`config.mk`:
```
export PLATFORM = sky130hd
export DESIGN_NAME = rst_lut_rr_arbiter_8bit_flat
export DESIGN_NICKNAME = d
export VERILOG_FILES = /design/src/rtl/rst_lut_rr_arbiter_8bit_if.sv /design/src/rtl/rst_lut_rr_arbiter_8bit.sv /design/src/flat_wrapper.sv
export SDC_FILE = /design/constraint.sdc
export NUM_CORES = 1
export LEC_CHECK = 0
export BUFFER_PORTS_ARGS = -buffer_cell sky130_fd_sc_hd__buf_4
export CORE_UTILIZATION = 55
export DETAILED_ROUTE_END_ITERATION = 8
export GPL_TIMING_DRIVEN = 0
export PLACE_DENSITY = 0.89
export SYNTH_ARGS = -nofsm -noshare
export SYNTH_HDL_FRONTEND = slang
export SYNTH_SLANG_ARGS = --single-unit
```
`constraint.sdc`:
```
create_clock -name clk -period 6.8 [get_ports clk]
set_clock_uncertainty 0.15 [all_clocks]
set_input_delay 0.68 -clock clk [delete_from_list [all_inputs] [get_ports clk]]
set_output_delay 0.68 -clock clk [all_outputs]
set_load 0.01 [all_outputs]
```
`src/rtl/rst_lut_rr_arbiter_8bit_if.sv`:
```
// Bus bundle for rst_lut_rr_arbiter_8bit: request/data inputs and grant/data outputs.
// master: the requester side; slave: the arbiter.
interface rst_lut_rr_arbiter_8bit_if #(
   parameter int NUM_REQ = 8
);
   logic [NUM_REQ-1:0] req;
   logic [NUM_REQ-1:0] din;
   logic [NUM_REQ-1:0] gnt;
   logic               q;
   logic [NUM_REQ-1:0] out;
   logic               busy;

   modport master (
      output req, din,
      input  gnt, q, out, busy
   );

   modport slave (
      input  req, din,
      output gnt, q, out, busy
   );
endinterface

```
`src/rtl/rst_lut_rr_arbiter_8bit.sv`:
```
// Round-robin arbiter sharing one registered data bit q among NUM_REQ requesters.
// Each grant lasts at most HOLD_CYCLES cycles, followed by a GAP cycle and an IDLE
// cycle with no owner. All registers reset asynchronously on rst (active-high); the
// gated outputs out[i] = din[i] & gnt[i] are also forced low while rst is high.
// Optional build macro RST_LUT_ARB_FIXED_PRIO_EN: ignore the rotating pointer so the
// lowest requesting index always wins (hold and gap timing unchanged).
module rst_lut_rr_arbiter_8bit #(
   parameter int NUM_REQ     = 8,
   parameter int HOLD_CYCLES = 4,
   parameter int CNT_W       = 3
) (
   input  logic                            clk,
   input  logic                            rst,
   rst_lut_rr_arbiter_8bit_if.slave        arb
);

   localparam int IDX_W = (NUM_REQ > 1) ? $clog2(NUM_REQ) : 1;

   typedef enum logic [1:0] {
      IDLE  = 2'd0,
      GRANT = 2'd1,
      GAP   = 2'd2
   } state_t;

   state_t             state_q, state_d;
   logic [NUM_REQ-1:0] gnt_q, gnt_d;
   logic               q_q, q_d;
   logic               busy_q, busy_d;
   logic [IDX_W-1:0]   ptr_q, ptr_d;
   logic [IDX_W-1:0]   owner_q, owner_d;
   logic [CNT_W-1:0]   cnt_q, cnt_d;

   logic [IDX_W-1:0]   search_base;
   logic [IDX_W-1:0]   idx_k;
   logic               win_vld;
   logic [IDX_W-1:0]   win_idx;
   logic               hold_done;
   logic               release_now;

   // Index (base + k) modulo NUM_REQ, so non-power-of-two sizes also wrap correctly.
   function automatic logic [IDX_W-1:0] wrap_idx(input logic [IDX_W-1:0] base, input int k);
      int s;
      s = (int'(base) + k) % NUM_REQ;
      return IDX_W'(s);
   endfunction

`ifdef RST_LUT_ARB_FIXED_PRIO_EN
   // Fixed priority: the search always starts from requester 0.
   assign search_base = '0;
`else
   // Round robin: the search starts just after the previous owner.
   assign search_base = ptr_q;
`endif

   // Winner search: first active request at base, base+1, ... wrapping around.
   always_comb begin
      win_vld = 1'b0;
      win_idx = '0;
      idx_k   = '0;
      for (int k = 0; k < NUM_REQ; k++) begin
         idx_k = wrap_idx(search_base, k);
         if (!win_vld && arb.req[idx_k]) begin
            win_vld = 1'b1;
            win_idx = idx_k;
         end
      end
   end

   // A requester dropping on the hold-limit edge is still a single release.
   assign hold_done   = (cnt_q == CNT_W'(HOLD_CYCLES - 1));
   assign release_now = !arb.req[owner_q] || hold_done;

   // State register: every register clears asynchronously on rst.
   always_ff @(posedge clk or posedge rst) begin
      if (rst) begin
         state_q <= IDLE;
         gnt_q   <= '0;
         q_q     <= 1'b0;
         busy_q  <= 1'b0;
         ptr_q   <= '0;
         owner_q <= '0;
         cnt_q   <= '0;
      end else begin
         state_q <= state_d;
         gnt_q   <= gnt_d;
         q_q     <= q_d;
         busy_q  <= busy_d;
         ptr_q   <= ptr_d;
         owner_q <= owner_d;
         cnt_q   <= cnt_d;
      end
   end

   // Next-state logic: grant selection in IDLE, hold counting in GRANT, one-cycle GAP.
   always_comb begin
      state_d = state_q;
      gnt_d   = gnt_q;
      q_d     = q_q;
      ptr_d   = ptr_q;
      owner_d = owner_q;
      cnt_d   = cnt_q;
      case (state_q)
         IDLE: begin
            if (win_vld) begin
               state_d = GRANT;
               gnt_d   = NUM_REQ'(1) << win_idx;
               owner_d = win_idx;
               cnt_d   = '0;
            end else begin
               gnt_d = '0;
            end
         end
         GRANT: begin
            if (release_now) begin
               state_d = GAP;
               gnt_d   = '0;
               q_d     = 1'b0;
               ptr_d   = wrap_idx(owner_q, 1);
            end else begin
               q_d   = arb.din[owner_q];
               cnt_d = cnt_q + CNT_W'(1);
            end
         end
         GAP: begin
            state_d = IDLE;
            gnt_d   = '0;
            q_d     = 1'b0;
         end
         default: begin
            state_d = IDLE;
            gnt_d   = '0;
            q_d     = 1'b0;
         end
      endcase
      busy_d = (state_d != IDLE);
   end

   // Output logic: registered grant/data/busy, and reset-gated per-channel data.
   always_comb begin
      arb.gnt  = gnt_q;
      arb.q    = q_q;
      arb.busy = busy_q;
      arb.out  = arb.din & gnt_q & ~{NUM_REQ{rst}};
   end

endmodule
```
`src/flat_wrapper.sv`:
```
// flat-port wrapper written by rule: the top's interface ports become plain ports
module rst_lut_rr_arbiter_8bit_flat 
#(
   parameter int NUM_REQ     = 8,
   parameter int HOLD_CYCLES = 4,
   parameter int CNT_W       = 3
)
  (clk, rst, arb_req, arb_din, arb_gnt, arb_q, arb_out, arb_busy);
  rst_lut_rr_arbiter_8bit_if #(.NUM_REQ(NUM_REQ)) arb_i ();
  input  logic clk;
  input  logic rst;
  input wire logic [$bits(arb_i.req)-1:0] arb_req;
  input wire logic [$bits(arb_i.din)-1:0] arb_din;
  output wire logic [$bits(arb_i.gnt)-1:0] arb_gnt;
  output wire logic [$bits(arb_i.q)-1:0] arb_q;
  output wire logic [$bits(arb_i.out)-1:0] arb_out;
  output wire logic [$bits(arb_i.busy)-1:0] arb_busy;
  assign arb_i.req = arb_req;
  assign arb_i.din = arb_din;
  assign arb_gnt = arb_i.gnt;
  assign arb_q = arb_i.q;
  assign arb_out = arb_i.out;
  assign arb_busy = arb_i.busy;
  rst_lut_rr_arbiter_8bit #(.NUM_REQ(NUM_REQ), .HOLD_CYCLES(HOLD_CYCLES), .CNT_W(CNT_W)) u_core (.clk(clk), .rst(rst), .arb(arb_i));
endmodule
```
==> results of run 1 <==
synth_stat cells (all sizes together):
master | count | area (µm²)
a31o | 1 | 8.760
a32o | 4 | 40.04
nand2b | 2 | 12.51
o32ai | 1 | 8.760
a211oi | 1 | 12.51
a21oi | 8 | 40.04
and4b | 1 | 10.01
mux4 | 12 | 270.3
o311ai | 1 | 8.760
a211o | 1 | 8.760
and3 | 9 | 56.30
o41ai | 1 | 16.27
ha | 5 | 62.56
a22o | 6 | 52.55
xnor2 | 2 | 17.52
nor2 | 16 | 60.06
o32a | 1 | 10.01
mux2 | 8 | 97.59
nor4 | 2 | 12.51
dfrtp | 21 | 525.5
nand3 | 6 | 30.03
or3b | 1 | 8.760
or3 | 2 | 17.52
a21o | 3 | 22.52
o21ai | 6 | 30.02
buf | 4 | 36.28
a21bo | 1 | 10.01
a221oi | 1 | 15.01
clkbuf | 3 | 11.26
nand2 | 15 | 56.30
a22oi | 1 | 7.510
nor3 | 4 | 20.02
o211ai | 3 | 22.52
and2 | 1 | 6.260
a221o | 2 | 21.27
a2bb2oi | 2 | 17.52
a31oi | 1 | 6.260
mux2i | 8 | 80.08
inv | 11 | 41.29
clkinv | 1 | 3.750
a311o | 1 | 10.01
xor2 | 2 | 17.52
or2 | 3 | 21.27
and2b | 1 | 7.510
power groups by stage:
stage / registers, mW / clock network (mW) / logic [mW]
finish: 0.208 / 0.0607 / 1.00
global route: 0.213 / 0.0669 / 1.08
CTS: 0.208 / 0.0617 / 0.989
detailed placement: 0.211 / 0 / 0.985
global placement: 0.209 / 0 / 0.959
floorplan: 0.211 / 0 / 0.771
worst paths after layout:
path,from,endpoint,slack [ps]
worst max-delay path,u_core.ptr_q[1],u_core.arb.gnt[5],2590
worst min-delay path,u_core.cnt_q[1],u_core.cnt_q[1],350
worst max register to register,u_core.ptr_q[1],u_core.arb.gnt[5],2590
worst min register to register,u_core.cnt_q[1],u_core.cnt_q[1],350
max in group asynchronous,rst,u_core.arb.gnt[5],5520
min in group asynchronous,rst,u_core.arb.gnt[3],410
per-layer routing:
layer | vias to the layer above | part of all wire [%] | track usage (%)
met3 | 10 | 7.5 | 5.628
met1 | 805 | 43 | 35.11
li1 | 797 | - | -
met4 | 0 | 2.2 | 10.30
met2 | 71 | 47 | 39.21
met5 | - | 0 | 0
metrics by stage:
| step | hold WS, ps | utilization, % |
|---|---|---|
| 5_1_grt | 362.1 | 70.20 |
| 2_1_floorplan | 303.3 | - |
| 6_report | 349.4 | 70.20 |
| 3_3_place_gp | 320.4 | 69.36 |
| 4_1_cts | 350.0 | 70.20 |
| 3_5_place_dp | 323.6 | 69.36 |
kinds of logic (layout without fill, tap and decap cells):
| group | count (synthesis) | after routing | share of synthesized area (%) |
|---|---|---|---|
| AOI/OAI and AO/OA | 46 | 46 | 19.93 |
| buffers and inverters | 19 | 58 | 5.000 |
| muxes | 28 | 28 | 24.19 |
| DFF | 21 | 21 | 28.38 |
| and+or+nand+nor | 63 | 63 | 17.23 |
| xor gates and xnor gates | 4 | 4 | 1.892 |
| adders and majority gates | 5 | 5 | 3.378 |
registers in the layout (all words and copies together) (netlist names):
name / cells
u_core.owner_q: 3
u_core.cnt_q: 3
u_core.arb.busy: 1
u_core.ptr_q: 3
u_core.arb.gnt: 8
u_core.arb.q: 1
u_core.state_q: 2
final cells by class:
cell class                 instances  area, µm²
fill                             238      932.1
clock buffer                       4      26.28
buffer                             7      47.55
timing repair buffer              35      262.8
inverter                          12      45.04
sequential                        21      525.5
multi-input combinational        146       1234
tap                               44      55.05
worst reg2reg max path: cells and delay by family (launching register included):
| family | cells | cell delay [ps] |
|---|---|---|
| AO/OA/AOI/OAI | 5 | 1360 |
| multiplexers | 2 | 970 |
| buffers and inverters | 3 | 950 |
| adder cells (fa/ha/maj) | 1 | 370 |
| flip-flops | 1 | 360 |
==> results.yml, run 1 <==
synth:
  syn-mean-instance-area_um2: 9.956
  ys.warnings.count: 0
  synth_seq_area_share_pct: 28.38
  synth.net_count: 209
  ys_types: 51
  synth_seq_cells: 21
  syn_area_mm2: 0.001852
  syn_inst: 186
detailed_routing:
  wl_per_cell_um: 16.16
  dr.pass1.iters: 4
  drc: 0
  routed_wl_mm: 4.348
  ant_nets: 0
  via_per_inst: 6.257
  drt_iter0_markers: 115
  vias: 1683
power:
  p_seq_share_pct: 16.4
  net-switching-power_uw: 627.5
  p_total_mw: 1.273
  power.share.clock_pct: 4.8
  leakagePower_nw: 1.041
  vdd_ir_drop_max_mv: 0.3864
  netSwitchingFraction_pct: 49.32
  p_int_uw: 644.9
  combPwrFrac_pct: 78.9
  powerDensity_mw_per_mm2: 579.5
sta:
  setup_ws_ps: 2586
  hold_violations: 0
  tns_ps: 0
  finalSetupViolations: 0
  grt_setup_unrepaired: "no"
  tightest_slew_ps: 925.0
  fin_crit_sh_pct: 61.97
  slew_headroom_pct: 38.27
  max_freq_mhz: 237.3
  finalMaxSlewViolations: 0
  period_minus_slack_ps: 4214
flow_run:
  cap_violations: 0
floorplanning:
  fp.dieW_um: 60.03
  start_util_pct: 59.20
  dieArea_mm2: 0.003603
  io_pins: 36
  core_area_mm2: 0.003128
  die_h_um: 60.03
  rows: 20
global_routing:
  overflow: 0
  antenna_found_initial: 0
  grt_pass1_vias: 1463
  grt_pass1_wl_mm: 6.706
  grt_usage_pct: 25.55
  grt_max_degree: 30
clock_tree:
  post_cts_buffers: 0
  cts_buffers: 3
  ctsResizeCount: 0
  clk_pin_slew_ps: 120
  cts_buffer_depth: 2
  cts-root-buf: "clkbuf_4"
  cts_tree: "built"
  clock-sinks: 21
  holdBufCountCts: 0
  clock_latency_ps: 310
  htree_levels: 1
layout:
  fin_cells: 269
  finish.instance_area_mm2: 0.002196
  area_growth_pct: 18.58
  antennaDiodeCount: 0
  layout_commonest_cell: "buf_4"
  finalNetCount: 249
  layout-drive-gt1-share_pct: 31.11
  layout_common_cells: "buf_4 (35), dfrtp_1 (21), nor2_1 (16)"
place:
  port_buffers: 35
  dp_hpwl_mm: 3.421
  place_congestion: 0.8686
  placed_cells: 265
  place_area_mm2: 0.002170
  dpl_worst_slack_ps: 2667
setup_path:
  cp_max_fo: 9
  slowest_delay_ps: 630
  path_cells: "clkbuf_1 -> clkinv_1 -> ha_1 -> buf_2 -> mux4_2 -> mux2i_1 -> o211ai_1 -> a31o_1 -> o41ai_2 -> a221o_2 -> a32o_1"
  rr_worst_depth: 11
  path_depth: 11
  crit_path_start_kind: "register"
  cp-end-kind: "register"
  crit_family: "compound AO/OA/AOI/OAI gates"
  crit_required_ps: 6900
  worstPathBufferInverterCount: 3
  crit_slowest_cell: "mux4_2"
  worstSetupPathType: "reg -> reg"
  cp_data_arrival_time_ps: 4310
run_status:
  status: "finished, final reports clean"
hold_path:
  hp-class: "reg -> reg"
  worstHoldPathCells: 1
(Power assumes the default switching activity.)
==> inputs of run 2 (changes only) <==
--- a/config.mk
+++ b/config.mk
@@ -5,11 +5,12 @@
 export SDC_FILE = /design/constraint.sdc
 export NUM_CORES = 1
 export LEC_CHECK = 0
+export ABC_AREA = 1
 export BUFFER_PORTS_ARGS = -buffer_cell sky130_fd_sc_hd__buf_4
 export CORE_UTILIZATION = 55
 export DETAILED_ROUTE_END_ITERATION = 8
 export GPL_TIMING_DRIVEN = 0
-export PLACE_DENSITY = 0.89
+export PLACE_DENSITY = 0.88
 export SYNTH_ARGS = -nofsm -noshare
 export SYNTH_HDL_FRONTEND = slang
 export SYNTH_SLANG_ARGS = --single-unit
==> constraint.sdc (replaced) <==
create_clock -name clk -period 4.35 [get_ports clk]
set_clock_uncertainty 0.15 [all_clocks]
set_input_delay 0.435 -clock clk [delete_from_list [all_inputs] [get_ports clk]]
set_output_delay 0.435 -clock clk [all_outputs]
set_load 0.01 [all_outputs]
==> run 2 against run 1 <==
  * Clock power is 52% higher
  * Via count is 18% higher
  * Cell count is 35% higher
  * Sequential share of layout area is 0.36 points lower
  * Critical path type unchanged
  * Largest cell class unchanged
==> results.yml, run 2 <==
run_status:
  status: "finished, final reports clean"
floorplanning:
  start_util_pct: 60.04
  dieArea_mm2: 0.003681
  io_pins: 36
  fp.dieW_um: 60.67
  core_area_mm2: 0.003153
  die_h_um: 60.67
  rows: 20
setup_path:
  crit_required_ps: 4400
  crit_path_start_kind: "register"
  cp_data_arrival_time_ps: 3010
  cp_max_fo: 10
  crit_start: "u_core.ptr_q[0]"
  slowest_delay_ps: 410
  crit_top_cell: "nand2_2"
  cp-end-kind: "register"
  crit_family: "simple AND/OR/NAND/NOR gates"
  worstSetupPathType: "reg -> reg"
  r2r-start: "u_core.ptr_q[0]"
  path_cells: "buf_6 -> inv_4 -> buf_6 -> ha_1 -> inv_1 -> nand3_2 -> nand3_1 -> nand2_2 -> nor2_4 -> nand4_4 -> nor2_4 -> nand3b_1 -> nand2_2 -> inv_2 -> nand2_2 -> inv_2 -> nand2_1 -> nand2_1"
  crit_slowest_cell: "ha_1"
  worstPathBufferInverterCount: 6
synth:
  synth_seq_area_share_pct: 27.76
  yosysMostFrequentCell: "nand2_1"
  synthArstFlopShare_pct: 100.0
  syn_inst: 280
  syn-mean-instance-area_um2: 6.761
  synth-edff-count: 0
  syn_area_mm2: 0.001893
  yosys.area.top_type: "dfrtp_1"
  ys.flop_type: "dfrtp_1"
  ys_types: 31
  synth.net_count: 303
  ys_top_cells_by_count: "nand2_1 (74), nor2_1 (29), nand3_1 (28)"
  synth_top_cell_area_share_pct: 27.76
  synth.area.top_cells: "dfrtp_1 (28%), nand2_1 (15%), nand3_1 (7.4%)"
  ys.warnings.count: 0
  synth_seq_cells: 21
detailed_routing:
  via_per_inst: 5.500
  ant_nets: 0
  routed_wl_mm: 4.851
  drc: 0
  wl_per_cell_um: 13.40
  vias: 1991
  drt_iter0_markers: 99
  dr.pass1.iters: 6
flow_run:
  cap_violations: 0
power:
  netSwitchingFraction_pct: 59.44
  vdd_ir_drop_max_mv: 0.4585
  leakagePower_nw: 1.182
  power.share.clock_pct: 4.5
  p_int_uw: 831.1
  powerDensity_mw_per_mm2: 918.9
  net-switching-power_mw: 1.218
  p_seq_share_pct: 15.5
  p_total_mw: 2.049
  combPwrFrac_pct: 80.0
global_routing:
  overflow: 0
  grt_pass1_vias: 1815
  antenna_found_initial: 0
  grt_usage_pct: 28.81
  grt_max_degree: 22
  grt_pass1_wl_mm: 7.907
clock_tree:
  clock_latency_ps: 300
  post_cts_buffers: 0
  holdBufCountCts: 0
  clk_pin_slew_ps: 110
  cts_tree: "built"
  cts_buffer_depth: 2
  cts_buffers: 3
  htree_levels: 1
  clock-sinks: 21
  ctsResizeCount: 0
  cts-root-buf: "clkbuf_4"
sta:
  finalSetupViolations: 0
  tightest_slew_ps: 777.6
  slew_headroom_pct: 48.10
  setup_ws_ps: 1393
  max_freq_mhz: 338.2
  fin_crit_sh_pct: 67.98
  grt_setup_unrepaired: "no"
  tns_ps: 0
  hold_violations: 0
  finalMaxSlewViolations: 0
  period_minus_slack_ps: 2957
place:
  dp_hpwl_mm: 3.866
  place_congestion: 0.8662
  placed_cells: 358
  dpl_worst_slack_ps: 1427
  port_buffers: 34
layout:
  antennaDiodeCount: 0
  layout-drive-gt1-share_pct: 27.36
  finalNetCount: 342
  largest_register_ff_count: 8
  fin_cells: 362
  layout_commonest_cell: "nand2_1"
  area_growth_pct: 17.78
  layout_common_cells: "nand2_1 (74), buf_4 (35), nor2_1 (29)"
hold_path:
  hp-class: "in -> async"
## run 2: cell families after synthesis
group,after synthesis,share of synthesized area [%]
fa+ha+maj,5,3.305
compound gates,34,9.848
xor+xnor,5,2.313
buf+inv,40,9.121
flops,21,27.76
simple gates,175,47.65
## run 2: per-stage QoR
step	utilization, %	area, µm²	hold WS [ps]
global placement	69.88	2203	324.3
finish	70.71	2230	280.0
detailed placement	69.88	2203	347.4
global route	70.71	2230	380.4
floorplan	-	1893	302.3
CTS	70.71	2230	307.1
## run 2: layout make-up
type / instances / area, µm²
Buffer: 6 / 42.54
Clock buffer: 4 / 26.28
Fill cell: 277 / 923.4
Inverter: 34 / 130.1
Multi-Input combinational cell: 219 / 1195
Sequential cell: 21 / 525.5
Tap cell: 44 / 55.05
Timing Repair Buffer: 34 / 255.2
## run 2: path summary, 6_finish.rpt
path                                     endpoint  slack, ps  cells after the start
max in group asynchronous            u_core.arb.q       3290                      2
worst min-delay path              u_core.cnt_q[2]        280                      2
min in group clk                  u_core.cnt_q[1]        360                      2
worst min register to register    u_core.cnt_q[1]        360                      2
worst max register to register  u_core.arb.gnt[4]       1390                     18
worst max-delay path            u_core.arb.gnt[4]       1390                     18
## run 2: power groups by stage
| stage | Clock, mW | Combinational (mW) | Sequential (mW) |
|---|---|---|---|
| 4_1_cts | 0.0944 | 1.62 | 0.316 |
| 5_1_grt | 0.0985 | 1.83 | 0.322 |
| 3_3_place_gp | 0 | 1.57 | 0.317 |
| 2_1_floorplan | 0 | 1.26 | 0.319 |
| 3_5_place_dp | 0 | 1.61 | 0.319 |
| 6_report | 0.0922 | 1.64 | 0.317 |
## run 2: metal layers
| layer | up-vias | global-route usage [%] | part of all wire [%] |
|---|---|---|---|
| met4 | 0 | 8.766 | 1.4 |
| li1 | 983 | - | - |
| met1 | 916 | 39.00 | 43 |
| met2 | 83 | 49.14 | 48 |
| met5 | - | 0 | 0 |
| met3 | 9 | 2.559 | 7.1 |
==> inputs of run 3 (changes only) <==
--- a/config.mk
+++ b/config.mk
@@ -5,12 +5,12 @@
 export SDC_FILE = /design/constraint.sdc
 export NUM_CORES = 1
 export LEC_CHECK = 0
-export ABC_AREA = 1
+export ABC_AREA = 0
 export BUFFER_PORTS_ARGS = -buffer_cell sky130_fd_sc_hd__buf_4
-export CORE_UTILIZATION = 55
+export CORE_UTILIZATION = 50
 export DETAILED_ROUTE_END_ITERATION = 8
 export GPL_TIMING_DRIVEN = 0
-export PLACE_DENSITY = 0.88
+export PLACE_DENSITY = 0.85
 export SYNTH_ARGS = -nofsm -noshare
 export SYNTH_HDL_FRONTEND = slang
 export SYNTH_SLANG_ARGS = --single-unit
==> constraint.sdc (replaced) <==
create_clock -name clk -period 2.4 [get_ports clk]
set_clock_uncertainty 0.15 [all_clocks]
set_input_delay 0.24 -clock clk [delete_from_list [all_inputs] [get_ports clk]]
set_output_delay 0.24 -clock clk [all_outputs]
set_load 0.01 [all_outputs]
==> run 3 against run 2 <==
  * The flow now finishes with violations (negative setup slack)
  * Core utilization increased by 4.7 points
  * Highest routed layer unchanged
  * Die area increased by 7.3%
  * Worst setup slack got worse by 2300 ps
  * Clock-buffer cell count unchanged
  * Global-route usage increased by 2.0 points
  * Cell area increased by 16%
  * Critical path type unchanged
  * First-iteration DRC count increased by 52%
  * Fmax decreased by 11%
  * Non-clock buffer count increased by 22
==> results.yml, run 3 (synthesis results as in run 1) <==
setup_path:
  crit_start: "u_core.ptr_q[0]"
  r2r-start: "u_core.ptr_q[0]"
  crit_family: "compound AO/OA/AOI/OAI gates"
  crit_slowest_cell: "mux4_2"
  crit_path_start_kind: "register"
  worstPathBufferInverterCount: 4
  crit_required_ps: 2400
  slowest_delay_ps: 620
  worstSetupPathType: "reg -> reg"
  path_cells: "buf_6 -> buf_12 -> inv_4 -> ha_4 -> mux4_2 -> mux2i_1 -> a22oi_2 -> a211oi_4 -> buf_4 -> nor4_4 -> a221o_2 -> a32o_1"
  cp_max_fo: 5
  cp-end-kind: "register"
  cp_data_arrival_time_ps: 3320
sta:
  period_minus_slack_ps: 3323
  finalMaxSlewViolations: 0
  hold_violations: 0
  finalSetupViolations: 16
  slew_headroom_pct: 37.34
  tightest_slew_ps: 938.9
  grt_setup_unrepaired: "yes"
  setup_ws_ps: -923.2
  fin_crit_sh_pct: 138.5
  max_freq_mhz: 300.9
layout:
  area_growth_pct: 40.27
  antennaDiodeCount: 0
  multi_input_area_mm2: 0.001424
  final-seq-area_um2: 525.5
  layout_commonest_cell: "buf_4"
  largest_register_ff_count: 8
  finalNetCount: 269
  layout_common_cells: "buf_4 (53), dfrtp_1 (21), nand2_1 (13), nor2_1 (13), mux4_2 (12)"
  fin_util_pct: 75.46
  layout-drive-gt1-share_pct: 48.57
  fill_cells: 220
  finish.instance_area_mm2: 0.002597
floorplanning:
  die_h_um: 62.86
  fp.dieW_um: 62.86
  io_pins: 36
  dieArea_mm2: 0.003951
  start_util_pct: 53.80
  core_area_mm2: 0.003442
  rows: 21
detailed_routing:
  wl_per_cell_um: 21.24
  top_layer_used: "met4"
  vias: 1988
  wl_met3_um: 616
  drc: 0
  drt_iter0_markers: 150
  drt-met1-wl_mm: 2.333
  routed_wl_mm: 6.180
  ant_nets: 0
  wl_met2_mm: 2.946
  via_per_inst: 6.832
  dr.pass1.iters: 5
clock_tree:
  clock_latency_ps: 250
  cts_buffers: 3
  clock-sinks: 21
  cts-root-buf: "clkbuf_8"
  htree_levels: 1
  clk_pin_slew_ps: 70
  cts_tree: "built"
  cts_buffer_depth: 2
hold_path:
  hp-class: "in -> async"
global_routing:
  grt_pass1_wl_mm: 9.418
  overflow: 0
  grt_max_degree: 30
  grt_usage_pct: 30.77
  grt_pass1_vias: 1991
  antenna_found_initial: 0
place:
  port_buffers: 35
  dp_hpwl_mm: 3.478
  place_area_mm2: 0.002225
  place_congestion: 0.8846
run_status:
  violations: "negative setup slack"
  status: "finished with violations"
flow_run:
  cap_violations: 0
run 3: through the flow:
stage                     TNS [ps]  worst slack, ps  hold slack (ps)  instances
after floorplan             -10250           -770.3            110.5        186
after global placement      -14710            -1045            321.3        267
after detailed placement    -15250            -1070            332.1        267
after CTS                   -10950           -851.2            54.58        289
after global routing        -13870           -985.9            133.2        291
final                       -12880           -923.2            46.75        291
run 3: timing repair:
item                                    CTS  global route
pin swaps                                12            10
hold buffers                              0             0
cloned                                    0             0
gates resized for setup                  19            19
buffers inserted                         19             2
endpoints found under the setup margin   16            17
run 3: layer usage:
metal	vias to the layer above	GRT usage (%)
met5	-	0
met3	30	9.307
met2	141	49.59
met1	980	37.25
li1	837	-
met4	0	15.12
run 3: path summary, 6_finish.rpt:
check,to,slack [ps],cells after the start
min,u_core.cnt_q[0],50,2
max reg2reg,u_core.arb.gnt[4],-920,12
max,u_core.arb.gnt[4],-920,12
max in group asynchronous,u_core.arb.gnt[5],1480,2
min reg2reg,u_core.cnt_q[1],350,1
min in group clk,u_core.cnt_q[1],350,1
run 3: final cells by class:
| type | instances | area share [%] |
|---|---|---|
| Timing Repair Buffer | 56 | 16.62 |
| Sequential cell | 21 | 20.23 |
| Buffer | 6 | 2.264 |
| Tap cell | 46 | 2.216 |
| Clock buffer | 4 | 1.734 |
| Multi-Input combinational cell | 146 | 54.82 |
| Inverter | 12 | 2.119 |
Power of run 3 is left out: the tool's default activity adds up to more than one toggle a clock period on the data nets, which glitch-free logic cannot reach.
